## config.mk

```make
export PLATFORM = sky130hd
export DESIGN_NAME = traffic_light_ctrl
export DESIGN_NICKNAME = d
export VERILOG_FILES = /design/src/rtl/traffic_light_pkg.sv /design/src/rtl/tl_phase_counter.sv /design/src/rtl/traffic_light_ctrl.sv
export SDC_FILE = /design/constraint.sdc
export NUM_CORES = 1
export LEC_CHECK = 0
export BUFFER_PORTS_ARGS = -buffer_cell sky130_fd_sc_hd__buf_2
export CELL_PAD_IN_SITES_DETAIL_PLACEMENT = 1
export CELL_PAD_IN_SITES_GLOBAL_PLACEMENT = 1
export CORE_MARGIN = 3
export CORE_UTILIZATION = 41
export DETAILED_ROUTE_END_ITERATION = 12
export PLACE_DENSITY_LB_ADDON = 0.1
export SYNTH_ARGS = -nofsm -noshare
export SYNTH_HDL_FRONTEND = slang
export SYNTH_SLANG_ARGS = --single-unit
export TNS_END_PERCENT = 30
```

## constraint.sdc

```tcl
create_clock -name timer_clk -period 2.16 [get_ports timer_clk]
set_input_delay 0.216 -clock timer_clk [delete_from_list [all_inputs] [get_ports timer_clk]]
set_output_delay 0.216 -clock timer_clk [all_outputs]
set_load 0.01 [all_outputs]
```

## src/rtl/traffic_light_pkg.sv

```systemverilog
// Shared types, default phase lengths and sizing helpers for the
// traffic-light controller.
package traffic_light_pkg;

  // Explicit encoding keeps the state values stable against older dumps.
  typedef enum logic [2:0] {
    ST_ALLRED = 3'd0,
    ST_REDYEL = 3'd1,
    ST_GREEN  = 3'd2,
    ST_YELLOW = 3'd3,
    ST_PED    = 3'd4,
    ST_FLASH  = 3'd5
  } tl_state_e;

  localparam int unsigned DEF_NUM_DIR      = 2;
  localparam int unsigned DEF_REDYEL_TICKS = 2;
  localparam int unsigned DEF_GREEN_TICKS  = 8;
  localparam int unsigned DEF_YELLOW_TICKS = 2;
  localparam int unsigned DEF_ALLRED_TICKS = 1;
  localparam int unsigned DEF_PED_TICKS    = 6;
  localparam int unsigned DEF_FLASH_TICKS  = 4;

  function automatic int unsigned tl_max(input int unsigned a, input int unsigned b);
    return (a > b) ? a : b;
  endfunction

  // Width of a down-counter that must hold values up to max_ticks-1.
  function automatic int unsigned tl_cnt_w(input int unsigned max_ticks);
    return (max_ticks > 1) ? $clog2(max_ticks) : 1;
  endfunction

endpackage

```

## src/rtl/tl_phase_counter.sv

```systemverilog
// Loadable down-counter with hold. Stops at zero until reloaded; zero is a
// registered-state decode so it never depends on the current inputs.
module tl_phase_counter
  import traffic_light_pkg::*;
#(
  parameter int unsigned    W       = 1,
  parameter logic [W-1:0]   RST_VAL = '0
) (
  input  logic         timer_clk,
  input  logic         rstb,
  input  logic         load,
  input  logic [W-1:0] load_val,
  input  logic         hold,
  output logic         zero
);

  logic [W-1:0] cnt;

  // Load has priority; otherwise count down unless held or already at zero.
  always_ff @(posedge timer_clk or negedge rstb) begin
    if (!rstb) begin
      cnt <= RST_VAL;
    end else if (load) begin
      cnt <= load_val;
    end else if (!hold && (cnt != '0)) begin
      cnt <= cnt - 1'b1;
    end
  end

  assign zero = (cnt == '0);

endmodule

```

## src/rtl/traffic_light_ctrl.sv

```systemverilog
// Multi-approach traffic-light controller. Round-robin sequencing
// red -> red+yellow -> green -> yellow -> all-red per approach, with a
// pedestrian all-red walk phase and a safe-sequenced yellow-flash mode.
module traffic_light_ctrl
  import traffic_light_pkg::*;
#(
  parameter int unsigned NUM_DIR      = DEF_NUM_DIR,
  parameter int unsigned REDYEL_TICKS = DEF_REDYEL_TICKS,
  parameter int unsigned GREEN_TICKS  = DEF_GREEN_TICKS,
  parameter int unsigned YELLOW_TICKS = DEF_YELLOW_TICKS,
  parameter int unsigned ALLRED_TICKS = DEF_ALLRED_TICKS,
  parameter int unsigned PED_TICKS    = DEF_PED_TICKS,
  parameter int unsigned FLASH_TICKS  = DEF_FLASH_TICKS
) (
  input  logic                       timer_clk,
  input  logic                       rstb,
  input  logic                       enable,
  input  logic                       flash_mode,
  input  logic                       ped_req,
  output logic                       ped_ack,
  output logic                       ped_walk,
  output logic [NUM_DIR-1:0]         red,
  output logic [NUM_DIR-1:0]         yellow,
  output logic [NUM_DIR-1:0]         green,
  output logic [$clog2(NUM_DIR)-1:0] active_dir
);

  localparam int unsigned DIR_W = $clog2(NUM_DIR);
  localparam int unsigned MAX_TICKS =
    tl_max(tl_max(tl_max(REDYEL_TICKS, GREEN_TICKS), tl_max(YELLOW_TICKS, ALLRED_TICKS)),
           tl_max(PED_TICKS, FLASH_TICKS));
  localparam int unsigned CNT_W = tl_cnt_w(MAX_TICKS);

  localparam logic [CNT_W-1:0] LD_REDYEL = CNT_W'(REDYEL_TICKS - 1);
  localparam logic [CNT_W-1:0] LD_GREEN  = CNT_W'(GREEN_TICKS - 1);
  localparam logic [CNT_W-1:0] LD_YELLOW = CNT_W'(YELLOW_TICKS - 1);
  localparam logic [CNT_W-1:0] LD_ALLRED = CNT_W'(ALLRED_TICKS - 1);
  localparam logic [CNT_W-1:0] LD_PED    = CNT_W'(PED_TICKS - 1);
  localparam logic [CNT_W-1:0] LD_FLASH  = CNT_W'(FLASH_TICKS - 1);
  localparam logic [DIR_W-1:0] DIR_LAST  = DIR_W'(NUM_DIR - 1);

  tl_state_e        state, next_state;
  logic             cnt_load;
  logic [CNT_W-1:0] cnt_val;
  logic             cnt_hold;
  logic             cnt_zero;
  logic             dir_adv;
  logic             enter_ped;
  logic             enter_flash;
  logic             ped_pend;
  logic             flash_yel;
  logic             flash_step;
  logic             f_load;
  logic             f_hold;
  logic             f_zero;
  logic [NUM_DIR-1:0] dir_mask;

  // Phase-duration counter; frozen while disabled and unused during flash.
  assign cnt_hold = !enable || (state == ST_FLASH);

  tl_phase_counter #(
    .W       (CNT_W),
    .RST_VAL (LD_ALLRED)
  ) u_phase_cnt (
    .timer_clk (timer_clk),
    .rstb      (rstb),
    .load      (cnt_load),
    .load_val  (cnt_val),
    .hold      (cnt_hold),
    .zero      (cnt_zero)
  );

  // Flash half-period counter, reloaded on entry and on every toggle.
  assign flash_step = enable && (state == ST_FLASH) && f_zero;
  assign f_load     = enter_flash || flash_step;
  assign f_hold     = !enable || (state != ST_FLASH);

  tl_phase_counter #(
    .W       (CNT_W),
    .RST_VAL (LD_FLASH)
  ) u_flash_cnt (
    .timer_clk (timer_clk),
    .rstb      (rstb),
    .load      (f_load),
    .load_val  (LD_FLASH),
    .hold      (f_hold),
    .zero      (f_zero)
  );

  // Next-state selection; every transition reloads the phase counter except
  // entry to FLASH, which is timed by the flash counter instead.
  always_comb begin
    next_state  = state;
    cnt_load    = 1'b0;
    cnt_val     = '0;
    dir_adv     = 1'b0;
    enter_ped   = 1'b0;
    enter_flash = 1'b0;
    if (enable) begin
      case (state)
        ST_ALLRED: begin
          if (cnt_zero) begin
            if (flash_mode) begin
              next_state  = ST_FLASH;
              enter_flash = 1'b1;
            end else begin
              next_state = ST_REDYEL;
              cnt_load   = 1'b1;
              cnt_val    = LD_REDYEL;
              dir_adv    = 1'b1;
            end
          end
        end
        ST_REDYEL: begin
          if (flash_mode) begin
            next_state = ST_YELLOW;
            cnt_load   = 1'b1;
            cnt_val    = LD_YELLOW;
          end else if (cnt_zero) begin
            next_state = ST_GREEN;
            cnt_load   = 1'b1;
            cnt_val    = LD_GREEN;
          end
        end
        ST_GREEN: begin
          if (flash_mode || cnt_zero) begin
            next_state = ST_YELLOW;
            cnt_load   = 1'b1;
            cnt_val    = LD_YELLOW;
          end
        end
        ST_YELLOW: begin
          if (cnt_zero) begin
            // A pending flash request beats a pending pedestrian.
            if (!flash_mode && ped_pend) begin
              next_state = ST_PED;
              cnt_load   = 1'b1;
              cnt_val    = LD_PED;
              enter_ped  = 1'b1;
            end else begin
              next_state = ST_ALLRED;
              cnt_load   = 1'b1;
              cnt_val    = LD_ALLRED;
            end
          end
        end
        ST_PED: begin
          if (cnt_zero) begin
            if (flash_mode) begin
              next_state  = ST_FLASH;
              enter_flash = 1'b1;
            end else begin
              next_state = ST_ALLRED;
              cnt_load   = 1'b1;
              cnt_val    = LD_ALLRED;
            end
          end
        end
        ST_FLASH: begin
          if (!flash_mode) begin
            next_state = ST_ALLRED;
            cnt_load   = 1'b1;
            cnt_val    = LD_ALLRED;
          end
        end
        default: begin
          next_state = ST_ALLRED;
          cnt_load   = 1'b1;
          cnt_val    = LD_ALLRED;
        end
      endcase
    end
  end

  // State register and right-of-way owner; reset owner is the last approach
  // so the first advance hands green to approach 0.
  always_ff @(posedge timer_clk or negedge rstb) begin
    if (!rstb) begin
      state      <= ST_ALLRED;
      active_dir <= DIR_LAST;
    end else begin
      state <= next_state;
      if (dir_adv) begin
        active_dir <= (active_dir == DIR_LAST) ? '0 : active_dir + 1'b1;
      end
    end
  end

  // Pedestrian latch: served requests and requests during walk/flash are dropped.
  always_ff @(posedge timer_clk or negedge rstb) begin
    if (!rstb) begin
      ped_pend <= 1'b0;
      ped_ack  <= 1'b0;
    end else begin
      ped_ack <= enter_ped;
      if (enter_ped || (state == ST_PED) || (state == ST_FLASH)) begin
        ped_pend <= 1'b0;
      end else if (ped_req) begin
        ped_pend <= 1'b1;
      end
    end
  end

  // Flash lamp phase: lit on entry, inverted every half-period.
  always_ff @(posedge timer_clk or negedge rstb) begin
    if (!rstb) begin
      flash_yel <= 1'b0;
    end else if (enter_flash) begin
      flash_yel <= 1'b1;
    end else if (flash_step) begin
      flash_yel <= ~flash_yel;
    end
  end

  // One-hot select of the approach owning the right of way.
  always_comb begin
    dir_mask = '0;
    for (int unsigned i = 0; i < NUM_DIR; i++) begin
      dir_mask[i] = (active_dir == DIR_W'(i));
    end
  end

  // Moore lamp decode from registered state only.
  always_comb begin
    red      = '1;
    yellow   = '0;
    green    = '0;
    ped_walk = 1'b0;
    case (state)
      ST_REDYEL: begin
        yellow = dir_mask;
      end
      ST_GREEN: begin
        red   = ~dir_mask;
        green = dir_mask;
      end
      ST_YELLOW: begin
        red    = ~dir_mask;
        yellow = dir_mask;
      end
      ST_PED: begin
        ped_walk = 1'b1;
      end
      ST_FLASH: begin
        red    = '0;
        yellow = {NUM_DIR{flash_yel}};
      end
      default: begin
        red = '1;
      end
    endcase
  end

endmodule
```

==> results.py, run 1 <==
metrics = {
    "placement": {
        "post_place_cells": 147,
        "dp_slack_ps": 421,
        "place_hpwl_mm": 1.68,
        "globalplace.congestion": 0.789,
        "numPortBuffers": 13,
        "placed_area_um2": 1030,
    },
    "grt": {
        "antenna_found_initial": 0,
        "grt_pass1_wl_mm": 3.69,
        "grt.overflow.total": 0,
        "global_route.usage.total_pct": 18.3,
        "vias_in_the_first_global_route": 803,
        "grt_max_degree": 20,
    },
    "cts": {
        "postCtsSetupBuffers": 0,
        "h-tree-depth": 1,
        "cts_num_sinks": 13,
        "clk_latency_ps": 280,
        "root_buffer": "sky130_fd_sc_hd__clkbuf_4",
        "tritoncts": "done",
        "post_cts_resized": 0,
        "hold_buffers": 1,
        "tritoncts.num_buffers": 3,
        "clkSlewWorstSetupHoldPaths_ps": 80,
        "max-clock-path-buffers": 2,
    },
    "setup_path": {
        "critPathCaptureType": "register",
        "worstRegToRegCells": 7,
        "timing.critical_path.max_delay_family": "compound AO/OA/AOI/OAI gates",
        "worstReg2RegEnd": "state[2]",
        "register_to_register_setup_slack_ps": 390,
        "crit_path_buf_inv_count": 2,
        "start_kind": "register",
        "cp_slowest_cell": "sky130_fd_sc_hd__dfrtp_1",
        "critical_path.max_stage_delay_ps": 330,
        "worstPathArrival_ps": 1930,
        "critical_path_required_ps": 2320,
        "critical_path_peak_fanout": 10,
        "path_cells": "inv_1 > ha_1 > nor2b_1 > buf_4 > o31ai_1 > a21oi_1 > mux2_1",
        "timing.setup.critical_path_class": "register to register",
        "rr_startpoint": "u_phase_cnt.cnt[0]",
    },
    "floorplan": {
        "ioPinCount": 14,
        "floorplan.die_area_um2": 2900,
        "start_util_pct": 45.6,
        "die_h_um": 53.9,
        "core_rows": 16,
        "dieWidth_um": 53.9,
        "fp.coreArea_um2": 2060,
    },
    "logic_synthesis": {
        "yosys-top-cells-area": "sky130_fd_sc_hd__dfrtp_1 (27%), sky130_fd_sc_hd__dfstp_2 (8.4%), sky130_fd_sc_hd__ha_1 (5.3%)",
        "synth_top_flop_cell": "sky130_fd_sc_hd__dfrtp_1",
        "number_of_enable_type_register_cells_in_the_synthesized_netlist": 0,
        "syn_inst": 111,
        "mappedNetlistArea_um2": 940,
        "synth.avg_cell_area_um2": 8.47,
        "synth_cell_type_count": 38,
        "synth-seq-area-share_pct": 35.0,
        "synth-seq-cells": 13,
        "yosysWarnings": 0,
        "synth_nets": 120,
        "synth_async_sr_flop_share_pct": 100,
        "synth.largest_area_cell": "sky130_fd_sc_hd__dfrtp_1",
        "synth_largest_type_area_fraction_pct": 26.6,
    },
    "route": {
        "drc": 0,
        "post_drt_via_cell_ratio": 5.58,
        "first_iter_violations": 13,
        "drtAntennaViolNets": 0,
        "drtPass1Iterations": 4,
        "routed_wirelength_mm": 2.25,
        "wl_per_cell_um": 14.8,
        "detailroute.via_count": 848,
    },
    "final_layout": {
        "fillCellCount": 252,
        "final_area_um2": 1060,
        "post_layout_nonfiller_instances": 152,
        "final_core_utilization_pct": 51.6,
        "synthToLayoutAreaGrowth_pct": 13.2,
        "insertedDiodeCount": 0,
        "drive_above_1_share_pct": 23.2,
        "finalNetCount": 135,
    },
    "job": {
        "cap_viol_max_count": 0,
    },
    "min_path": {
        "timing.hold.worst_endpoint": "ped_pend",
        "hold_path_startpoint": "ped_req",
        "timing.hold.worst_path_depth": 3,
        "worst_hold_path_type": "input pin to register",
    },
    "timing": {
        "fin_tns_setup_ps": 0,
        "final.hold.worst_slack_ps": 191,
        "finClkSkew_ps": 8.04,
        "peak_freq_mhz": 566,
        "finalSetupViolCount": 0,
        "final.period_utilization_pct": 81.8,
        "timing_max_transition_violations_final": 0,
        "setup_slack_ps": 392,
        "timing_worst_slew_pin_value_ps": 374,
        "min_period_ps": 1770,
        "slew_headroom_pct": 74.9,
        "final-hold-violation-count": 0,
        "grt_setup_unrepaired": "no",
    },
    "pwr": {
        "p_per_area_nw_per_um2": 1400,
        "p_total_mw": 1.49,
        "power.ir.vdd_worst_uv": 629,
        "leakage_nw": 0.484,
    },
    "status": {
        "run_status": "finished clean",
    },
}
[worst max-delay path by stage]
stage	startpoint	endpoint	cells past startpoint
after floorplan	u_phase_cnt.cnt[0]	u_phase_cnt.cnt[1]	7
after global placement	u_phase_cnt.cnt[0]	u_phase_cnt.cnt[1]	7
after detailed placement	u_phase_cnt.cnt[0]	u_phase_cnt.cnt[1]	7
after CTS	u_phase_cnt.cnt[0]	state[2]	7
after global routing	u_phase_cnt.cnt[0]	u_phase_cnt.cnt[1]	7
final	u_phase_cnt.cnt[0]	state[2]	7
[sequential cells by signal, summed over array words and instances (netlist names)]
| register | count |
|---|---|
| ped_pend | 1 |
| u_phase_cnt.cnt | 3 |
| ped_ack | 1 |
| flash_yel | 1 |
| active_dir | 1 |
| u_flash_cnt.cnt | 3 |
| state | 3 |
[per-layer routing]
| layer | wire length, µm | GRT usage (%) | vias to the layer above |
|---|---|---|---|
| met5 | 0 | 0 | - |
| met4 | 38 | 10.2 | 0 |
| met3 | 121 | 3.32 | 4 |
| met2 | 1060 | 27.8 | 18 |
| met1 | 1020 | 24.1 | 405 |
| li1 | - | - | 421 |
[area by class of cell]
class | instances | area, µm² | area share, %
Inverter | 7 | 26.3 | 2.47
Multi-Input combinational cell | 82 | 536 | 50.4
Timing Repair Buffer | 19 | 113 | 10.6
Sequential cell | 13 | 329 | 30.9
Clock buffer | 4 | 26.3 | 2.47
Tap cell | 27 | 33.8 | 3.18
[tightest hold or removal path, cell delays in order]
cell,delay [ps]
sky130_fd_sc_hd__buf_2,90
sky130_fd_sc_hd__nor2_1,80
sky130_fd_sc_hd__nor3_1,50
[placed cells by master, fill, tap and decap left out, types with 2 or more instances in the layout]
master | Yosys | layout
sky130_fd_sc_hd__a21boi_0 | 2 | 2
sky130_fd_sc_hd__a21oi_1 | 4 | 4
sky130_fd_sc_hd__a31oi_1 | 2 | 2
sky130_fd_sc_hd__and2_1 | 3 | 3
sky130_fd_sc_hd__buf_2 | 0 | 13
sky130_fd_sc_hd__buf_4 | 0 | 5
sky130_fd_sc_hd__clkbuf_4 | 0 | 3
sky130_fd_sc_hd__dfrtp_1 | 10 | 10
sky130_fd_sc_hd__dfstp_2 | 3 | 3
sky130_fd_sc_hd__ha_1 | 4 | 4
sky130_fd_sc_hd__inv_1 | 6 | 6
sky130_fd_sc_hd__mux2i_1 | 4 | 4
sky130_fd_sc_hd__nand2_1 | 8 | 8
sky130_fd_sc_hd__nand2b_1 | 4 | 4
sky130_fd_sc_hd__nand3_1 | 7 | 7
sky130_fd_sc_hd__nand4_1 | 3 | 3
sky130_fd_sc_hd__nor2_1 | 8 | 8
sky130_fd_sc_hd__nor2b_1 | 2 | 2
sky130_fd_sc_hd__nor3_1 | 5 | 5
sky130_fd_sc_hd__o21ai_0 | 6 | 6
sky130_fd_sc_hd__o31ai_1 | 2 | 2
sky130_fd_sc_hd__xnor2_1 | 2 | 2
[synthesized netlist by cell type, types with 4 or more instances]
master,count
sky130_fd_sc_hd__nor3_1,5
sky130_fd_sc_hd__ha_1,4
sky130_fd_sc_hd__a21oi_1,4
sky130_fd_sc_hd__nand3_1,7
sky130_fd_sc_hd__nand2_1,8
sky130_fd_sc_hd__o21ai_0,6
sky130_fd_sc_hd__clkbuf_1,7
sky130_fd_sc_hd__nand2b_1,4
sky130_fd_sc_hd__nor2_1,8
sky130_fd_sc_hd__mux2i_1,4
sky130_fd_sc_hd__inv_1,6
sky130_fd_sc_hd__dfrtp_1,10
[where the power goes]
group	total (mW)	internal, mW	switching [mW]	leakage (nW)
clock network	0.153	0.0717	0.0816	0.0150
registers	0.439	0.370	0.0694	0.154
logic	0.893	0.397	0.496	0.316
[logic make-up (layout without fill, tap and decap cells)]
group                    Yosys count  after routing  share of synthesized area (%)
buffers and inverters             16             30                           7.99
flip-flops                        13             13                           35.0
adder cells (fa/ha/maj)            4              4                           5.33
multiplexers                       6              6                           7.06
AO/OA/AOI/OAI                     23             23                           16.2
XOR/XNOR                           2              2                           1.86
AND/OR/NAND/NOR                   47             47                           26.5
(Power assumes the default switching activity.)
==> run 2, diff against run 1 <==
- ABC_AREA: default -> 1
- CORE_UTILIZATION: 41 -> 37
- clock period: 2.16 -> 1.6 ns (I/O delays scaled with it)
==> run 2 against run 1 <==
  * Clock skew is 1.9 ps higher
  * Clock power is 42% higher
  * Utilization decreased by 4.3 points
  * Count of clock-buffer cells in the layout is the same
  * Critical path type is now register to output pin
  * Register-to-register slack worse by 280 ps
  * Critical endpoint is now red[1]
  * Routed wire length is 9.1% higher
==> results.py, run 2 <==
metrics = {
    "placement": {
        "place_hpwl_mm": 1.91,
        "numPortBuffers": 13,
        "placed_area_um2": 1100,
        "globalplace.congestion": 0.801,
    },
    "setup_path": {
        "critPathCapture": "red[1]",
        "start_kind": "register",
        "worstSetupStartpoint": "state[1]",
        "register_to_register_setup_slack_ps": 110,
        "critical_path_peak_fanout": 7,
        "worstReg2RegEnd": "u_flash_cnt.cnt[0]",
        "critPathCaptureType": "output pin",
        "critical_path_required_ps": 1440,
        "worstPathArrival_ps": 1420,
        "rr_startpoint": "u_phase_cnt.cnt[1]",
        "timing.setup.critical_path_class": "register to output pin",
        "worstRegToRegCells": 9,
    },
    "cts": {
        "tritoncts": "done",
        "tritoncts.num_buffers": 3,
        "clkSlewWorstSetupHoldPaths_ps": 90,
        "cts_num_sinks": 13,
        "clk_latency_ps": 290,
        "h-tree-depth": 1,
        "max-clock-path-buffers": 2,
        "root_buffer": "sky130_fd_sc_hd__clkbuf_4",
    },
    "final_layout": {
        "largest_registers": "state x3, u_flash_cnt.cnt x3, u_phase_cnt.cnt x3",
        "synthToLayoutAreaGrowth_pct": 19.0,
        "insertedDiodeCount": 0,
        "drive_above_1_share_pct": 42.6,
        "layout.cells.most_common": "sky130_fd_sc_hd__nand2_1",
        "finalNetCount": 158,
        "mostFrequentLayoutCells": "sky130_fd_sc_hd__nand2_1 (19), sky130_fd_sc_hd__inv_1 (13), sky130_fd_sc_hd__nor2_1 (13), sky130_fd_sc_hd__buf_2 (13), sky130_fd_sc_hd__nand2_2 (9)",
        "final_area_um2": 1190,
        "final_core_utilization_pct": 47.3,
    },
    "logic_synthesis": {
        "synth_async_sr_flop_share_pct": 100,
        "number_of_enable_type_register_cells_in_the_synthesized_netlist": 0,
        "synth.avg_cell_area_um2": 7.90,
        "yosys.cell_count.top_type": "sky130_fd_sc_hd__nand2_1",
        "synthTopCellsByCount": "sky130_fd_sc_hd__nand2_1 (20), sky130_fd_sc_hd__inv_1 (16), sky130_fd_sc_hd__nor2_1 (13), sky130_fd_sc_hd__dfrtp_1 (10), sky130_fd_sc_hd__nand2_2 (8)",
        "synth_top_flop_cell": "sky130_fd_sc_hd__dfrtp_1",
        "synth-seq-cells": 13,
        "synth_nets": 136,
        "synth.largest_area_cell": "sky130_fd_sc_hd__dfrtp_1",
        "synth_cell_type_count": 30,
        "synth-seq-area-share_pct": 32.8,
        "yosysWarnings": 0,
        "syn_inst": 127,
        "synth_largest_type_area_fraction_pct": 24.9,
        "yosys-top-cells-area": "sky130_fd_sc_hd__dfrtp_1 (25%), sky130_fd_sc_hd__dfstp_2 (7.9%), sky130_fd_sc_hd__nand2_1 (7.5%)",
        "mappedNetlistArea_um2": 1000,
    },
    "route": {
        "detailroute.via_count": 885,
        "wl_per_cell_um": 13.8,
        "first_iter_violations": 17,
        "drtAntennaViolNets": 0,
        "routed_wirelength_mm": 2.45,
        "detailroute.wirelength.met2_mm": 1.07,
        "post_drt_via_cell_ratio": 4.97,
        "drc": 0,
        "highest_routing_layer_actually_used": "met4",
        "detailroute.wirelength.met3_um": 89,
        "drtPass1Iterations": 4,
        "wl_met1_mm": 1.24,
    },
    "grt": {
        "grt_pass1_wl_mm": 4.25,
        "grt_max_degree": 14,
        "global_route.usage.total_pct": 16.4,
        "vias_in_the_first_global_route": 929,
        "grt.overflow.total": 0,
        "antenna_found_initial": 0,
    },
    "floorplan": {
        "die_h_um": 58.1,
        "ioPinCount": 14,
        "dieWidth_um": 58.1,
        "start_util_pct": 39.8,
        "core_rows": 18,
        "floorplan.die_area_um2": 3370,
        "fp.coreArea_um2": 2520,
    },
    "pwr": {
        "leakage_nw": 0.580,
        "power.ir.vdd_worst_uv": 997,
        "p_per_area_nw_per_um2": 1940,
    },
    "status": {
        "run_status": "finished clean",
    },
    "timing": {
        "fin_tns_setup_ps": 0,
        "finalSetupViolCount": 0,
        "final-hold-violation-count": 0,
        "finClkSkew_ps": 9.90,
        "timing_max_transition_violations_final": 0,
        "grt_setup_unrepaired": "yes",
        "peak_freq_mhz": 631,
        "final.hold.worst_slack_ps": 172,
        "timing_worst_slew_pin_value_ps": 320,
        "final.period_utilization_pct": 99.1,
        "slew_headroom_pct": 78.7,
        "min_period_ps": 1580,
    },
    "min_path": {
        "worst_hold_path_type": "input pin to register",
    },
    "job": {
        "cap_viol_max_count": 0,
    },
}
run 2: report_power, final:
part | total [mW] | internal, mW | switching, mW
registers | 0.671 | 0.512 | 0.160
logic | 1.43 | 0.557 | 0.874
clock network | 0.217 | 0.0968 | 0.120
run 2: area by class of cell:
class                           count  area, µm²
Timing Repair Buffer               19        113
Inverter                           20       83.8
Tap cell                           30       37.5
Sequential cell                    13        333
Multi-Input combinational cell     92        601
Clock buffer                        4       26.3
Fill cell                         322       1330
run 2: what timing repair did:
action / 4_1_cts / 5_1_grt
hold endpoints to repair: 10 / 0
hold buffers: 1 / 0
pin swaps: 0 / 1
buffers inserted: 0 / 3
endpoints found under the setup margin: 7 / 11
cloned: 0 / 0
gates resized for setup: 2 / 11
run 2: worst max-delay path, stage by stage (launching register included):
cell	delay, ps
sky130_fd_sc_hd__dfrtp_2	450
sky130_fd_sc_hd__clkinvlp_4	210
sky130_fd_sc_hd__o31ai_1	280
sky130_fd_sc_hd__inv_1	50
sky130_fd_sc_hd__buf_2	140
run 2: kinds of logic (layout without fill, tap and decap cells):
family | after synthesis | count (layout) | share of synthesized area [%]
XOR/XNOR | 3 | 3 | 2.62
AO/OA/AOI/OAI | 19 | 19 | 13.2
flip-flops | 13 | 13 | 32.8
buffers and inverters | 22 | 43 | 9.97
AND/OR/NAND/NOR | 66 | 66 | 36.4
adder cells (fa/ha/maj) | 4 | 4 | 4.99
run 2: stage by stage:
step / setup slack, ps / total power [mW] / cells
floorplan: 137 / 1.66 / 127
global placement: 93.8 / 1.93 / 170
detailed placement: 9.11 / 1.98 / 170
CTS: -2.66 / 2.21 / 175
global route: -95.6 / 2.57 / 178
finish: 15.1 / 2.32 / 178
run 2: worst min path at each step:
stage | startpoint | endpoint | slack [ps] | depth (start not counted)
global route | ped_req | ped_pend | 240 | 3
detailed placement | rstb | state[2] | 80 | 1
global placement | rstb | state[2] | 70 | 1
CTS | ped_req | ped_pend | 180 | 3
finish | ped_req | ped_pend | 170 | 3
floorplan | rstb | flash_yel | -140 | 0
run 2: layer usage:
metal	track usage, %	vias to the layer above
li1	-	454
met2	25.8	18
met5	0	-
met4	6.62	0
met1	22.6	406
met3	2.23	7
